File: config.mk
export PLATFORM = sky130hd
export DESIGN_NAME = display_scan
export DESIGN_NICKNAME = d
export VERILOG_FILES = /design/src/rtl/display_pkg.sv /design/src/rtl/hex2seg7.sv /design/src/rtl/display_scan.sv
export SDC_FILE = /design/constraint.sdc
export NUM_CORES = 1
export LEC_CHECK = 0
export ABC_AREA = 1
export BUFFER_PORTS_ARGS = -buffer_cell sky130_fd_sc_hd__buf_2
export CAP_MARGIN = 20
export CORE_ASPECT_RATIO = 1.25
export CORE_MARGIN = 2
export CORE_UTILIZATION = 40
export CTS_CLUSTER_SIZE = 12
export DETAILED_ROUTE_END_ITERATION = 8
export HOLD_SLACK_MARGIN = 0.02
export PLACE_DENSITY = 0.6
export SLEW_MARGIN = 10
export SYNTH_ARGS = -nofsm -noshare
export SYNTH_HDL_FRONTEND = slang
export SYNTH_SLANG_ARGS = --single-unit
File: constraint.sdc
create_clock -name clk -period 2.3 [get_ports clk]
set_input_delay 0.46 -clock clk [delete_from_list [all_inputs] [get_ports clk]]
set_output_delay 0.46 -clock clk [all_outputs]
set_load 0.005 [all_outputs]
File: src/rtl/display_pkg.sv
// Shared constants for the display scanner: segment table, blank pattern,
// default prescaler divide and the staging register layout.
package display_pkg;

    localparam int unsigned DIV_DEFAULT = 50000;

    localparam logic [1:0] LAST_DIGIT = 2'd3;

    localparam logic [6:0] SEG_BLANK = 7'b1111111;

    // Active-low patterns, bit6=a ... bit0=g, indexed by hex value.
    localparam logic [0:15][6:0] SEG_TABLE = '{
        7'b0000001,  // 0
        7'b1001111,  // 1
        7'b0010010,  // 2
        7'b0000110,  // 3
        7'b1001100,  // 4
        7'b0100100,  // 5
        7'b0100000,  // 6
        7'b0001111,  // 7
        7'b0000000,  // 8
        7'b0000100,  // 9
        7'b0001000,  // A
        7'b1100000,  // b
        7'b0110001,  // C
        7'b1000010,  // d
        7'b0110000,  // E
        7'b0111000   // F
    };

    typedef struct packed {
        logic [3:0] v1;
        logic [3:0] v2;
    } stage_t;

endpackage

File: src/rtl/hex2seg7.sv
// Combinational hex-to-seven-segment decoder (active-low outputs).
module hex2seg7
    import display_pkg::*;
(
    input  logic [3:0] hex,
    output logic [6:0] seg
);

    assign seg = SEG_TABLE[hex];

endmodule

File: src/rtl/display_scan.sv
// Digit scanner with frame-synchronous commit of two hex digits.
// Optional blanking input is enabled by defining DISPLAY_SCAN_BLANK_EN.
module display_scan
    import display_pkg::*;
#(
    parameter int unsigned DIV = DIV_DEFAULT
) (
    input  logic       clk,
    input  logic       rst_n,
    input  logic       ld,
    input  logic [3:0] v1,
    input  logic [3:0] v2,
`ifdef DISPLAY_SCAN_BLANK_EN
    input  logic       blank,
`endif
    output logic [1:0] e1,
    output logic [6:0] t1,
    output logic [6:0] t2,
    output logic       tick,
    output logic       pend
);

    localparam int unsigned CNT_W = $clog2(DIV);
    localparam logic [CNT_W-1:0] CNT_LAST = CNT_W'(DIV - 1);

    logic [CNT_W-1:0] cnt;
    logic             wrap;
    logic             frame_end;
    logic             commit;
    stage_t           stage;
    logic [6:0]       seg1;
    logic [6:0]       seg2;

    assign wrap      = (cnt == CNT_LAST);
    assign frame_end = wrap && (e1 == LAST_DIGIT);
    // A load on the boundary edge never commits itself; only older staging does.
    assign commit    = frame_end && pend;

    // NOTE: sequential state uses non-blocking assignments and the async
    // reset appears in the sensitivity list so it acts without a clock.
    always_ff @(posedge clk or negedge rst_n) begin
        if (!rst_n) begin
            cnt  <= '0;
            e1   <= '0;
            tick <= 1'b0;
        end else begin
            tick <= wrap;
            if (wrap) begin
                cnt <= '0;
                e1  <= e1 + 2'd1;
            end else begin
                cnt <= cnt + CNT_W'(1);
            end
        end
    end

    always_ff @(posedge clk or negedge rst_n) begin
        if (!rst_n) begin
            stage <= '0;
            pend  <= 1'b0;
        end else begin
            if (ld) begin
                stage <= '{v1: v1, v2: v2};
                pend  <= 1'b1;
            end else if (commit) begin
                pend  <= 1'b0;
            end
        end
    end

    hex2seg7 u_seg1 (
        .hex (stage.v1),
        .seg (seg1)
    );

    hex2seg7 u_seg2 (
        .hex (stage.v2),
        .seg (seg2)
    );

`ifdef DISPLAY_SCAN_BLANK_EN
    // Committed patterns live underneath the blanking mux so they survive it.
    logic [6:0] shown1;
    logic [6:0] shown2;

    always_ff @(posedge clk or negedge rst_n) begin
        if (!rst_n) begin
            shown1 <= SEG_BLANK;
            shown2 <= SEG_BLANK;
            t1     <= SEG_BLANK;
            t2     <= SEG_BLANK;
        end else begin
            if (commit) begin
                shown1 <= seg1;
                shown2 <= seg2;
            end
            if (blank) begin
                t1 <= SEG_BLANK;
                t2 <= SEG_BLANK;
            end else begin
                t1 <= commit ? seg1 : shown1;
                t2 <= commit ? seg2 : shown2;
            end
        end
    end
`else
    always_ff @(posedge clk or negedge rst_n) begin
        if (!rst_n) begin
            t1 <= SEG_BLANK;
            t2 <= SEG_BLANK;
        end else if (commit) begin
            t1 <= seg1;
            t2 <= seg2;
        end
    end
`endif

endmodule

==> impl_metrics.json <==
{
  "status": "complete, no violations",
  "area_growth_pct": 11.7,
  "wl_per_cell_um": 11.5,
  "p_total_w": 0.00138,
  "synth_cell_types": 24,
  "synth_top_area_share_pct": 28.1,
  "die_area_um2": 6890,
  "fin_skew_ps": 14.9,
  "relSlewSlack_pct": 62.2,
  "synthFlopType": "dfrtp_1",
  "coreArea_um2": 6090,
  "htreeDepth": 2,
  "path_buf_inv": 1,
  "syn_area_per_cell_um2": 7.43,
  "postSynthCellCount": 336,
  "hold_viol_final": 0,
  "peakVddDrop_v": 0.000257,
  "post_cts_resized": 0,
  "fillers": 680,
  "max_freq_ghz": 0.595,
  "critPathKind": "flop to output port",
  "vias_per_cell": 4.73,
  "dp_hpwl_mm": 4.02,
  "die_h_um": 92.3,
  "cts.sinks": 42,
  "cp_top_family": "flip-flops",
  "vias": 2123,
  "routed_wirelength_mm": 5.17,
  "arrival_ps": 1220,
  "gp_congestion": 0.873,
  "cts_tree": "yes",
  "netlist_top_cells_area": "dfrtp_1 (28%), nand2_1 (18%), dfstp_2 (15%)",
  "cts_root_buffer": "clkbuf_8",
  "min_period_ps": 1680,
  "pin_count": 29,
  "max_slew.worst_pin.slew_ps": 567,
  "grt_first_pass_wirelength_mm": 9.22,
  "clkLatencyLatePin_ps": 300,
  "multiInputGateArea_um2": 1230,
  "synth_seq_cells": 42,
  "diodes": 0,
  "synth.most_common_cell": "nand2_1",
  "seq_area_frac_synth_pct": 42.8,
  "nNetsFinal": 388,
  "critPathRequiredTime_ps": 1840,
  "grt_pass1_vias": 2055,
  "tns_ps": 0,
  "dr.pass1.iters": 4,
  "fp-row-count": 32,
  "async_reset_ff_share_pct": 100,
  "rsz0062_at_grt": "no",
  "maxSlewViolCount": 0,
  "synthTopCellsByCount": "nand2_1 (119), inv_1 (37), nor2_1 (31)",
  "track_usage_pct": 17.3,
  "io_buffer_count": 28,
  "ys.warnings.count": 0,
  "drv_cap": 0,
  "drc": 0,
  "yosys.area.top_type": "dfrtp_1",
  "first_iter_violations": 48,
  "cts_buffer_depth": 2,
  "synth_area_um2": 2490,
  "seq_area_um2": 1070,
  "setup_viol": 0,
  "r2r_slack_ps": 730,
  "startpoint_type": "flop",
  "grt_max_degree": 43,
  "hold_buffers": 0,
  "finalCritPeriodShare_pct": 73.1,
  "cts_inserted_buffers": 5,
  "grt_overflow_total": 0,
  "p_leak_nw": 1.51,
  "synth-edff-count": 0,
  "antenna_found_initial": 0,
  "path_cells": "buf_2",
  "critPathSlowestCell": "dfrtp_1",
  "cp-end-kind": "output port",
  "power.density_nw_per_um2": 495,
  "start_util_pct": 41.0,
  "dieWidth_um": 74.6,
  "crit_fanout": 18,
  "syn-num-nets": 361,
  "ant_nets": 0,
  "max_stage_delay_ps": 710,
  "hp-class": "input port to async pin",
  "post-cts-setup-buffers": 0,
  "drive_gt1_share_pct": 16.2,
  "path_clk_slew_ps": 90
}
## registers in the layout, indices dropped and copies added, names as in the netlist
name and flops:
cnt 16, stage 8, t1 7, t2 7, e1 2, pend 1
tick 1
## logic make-up (layout without fill, tap and decap cells)
group	Yosys count	in the layout	share of synthesized area, %
flip-flops	42	42	42.8
AND/OR/NAND/NOR	204	204	35.5
AO/OA/AOI/OAI	19	19	3.91
buffers and inverters	49	77	7.92
XOR/XNOR	8	8	2.81
adder cells (fa/ha/maj)	14	14	7.02
## power breakdown
part	total (W)	internal [W]	switching (W)
clock	0.000458	0.000211	0.000247
combinational	0.000147	0.0000508	0.0000958
sequential	0.000776	0.000752	0.0000238
total	0.00138	0.00101	0.000367
## per-stage QoR
stage	std cells	instance area, µm²	utilization, %	worst slack, ps	hold slack [ps]
2_1_floorplan	336	2490	-	930	164
3_3_place_gp	441	2710	44.4	775	460
3_5_place_dp	441	2710	44.4	725	461
4_1_cts	449	2790	45.8	598	241
5_1_grt	449	2790	45.8	529	256
6_report	449	2790	45.8	619	214
## layout by cell type (no fill, tap or decap)
master | Yosys | routed
ha_1 | 14 | 14
buf_4 | 0 | 2
clkbuf_1 | 7 | 1
nand4_2 | 1 | 1
xnor2_1 | 1 | 1
nor2_2 | 1 | 1
nand2_2 | 2 | 2
nor2_8 | 1 | 1
nor3_1 | 5 | 5
dfstp_2 | 14 | 14
nand4_1 | 16 | 16
o21ai_1 | 2 | 2
nand2_1 | 119 | 119
nand3_1 | 27 | 27
nor2_1 | 31 | 31
inv_1 | 37 | 37
inv_2 | 2 | 2
clkbuf_8 | 0 | 5
a21oi_1 | 2 | 2
clkinv_2 | 0 | 2
dfrtp_1 | 28 | 28
xor2_1 | 7 | 7
o21bai_1 | 1 | 1
o21ai_0 | 14 | 14
buf_2 | 2 | 28
nor2_4 | 1 | 1
## worst paths after layout
path | start | endpoint | cells past startpoint
min in group clk | v1[2] | stage[6] | 3
max in group asynchronous | rst_n | t2[0] | 2
setup / recovery | pend | pend | 1
setup reg to reg | cnt[0] | t2[4] | 6
hold reg to reg | t2[5] | t2[5] | 2
hold / removal | rst_n | cnt[8] | 2
## layout make-up
| cell class | instances | area share [%] |
|---|---|---|
| multi-input combinational | 245 | 44.1 |
| sequential | 42 | 38.3 |
| timing repair buffer | 30 | 5.57 |
| inverter | 39 | 5.25 |
| tap | 85 | 3.82 |
| clock buffer | 6 | 2.60 |
| clock inverter | 2 | 0.359 |
## layer usage
layer  wire length [µm]  up-vias  track usage (%)
li1                   -     1113                -
met1               2180      964             20.6
met2               2710       35             29.9
met3                160       11             3.59
met4                119        0             6.70
met5                  0        -                0
Note: power is estimated with default switching activity, not from simulation.
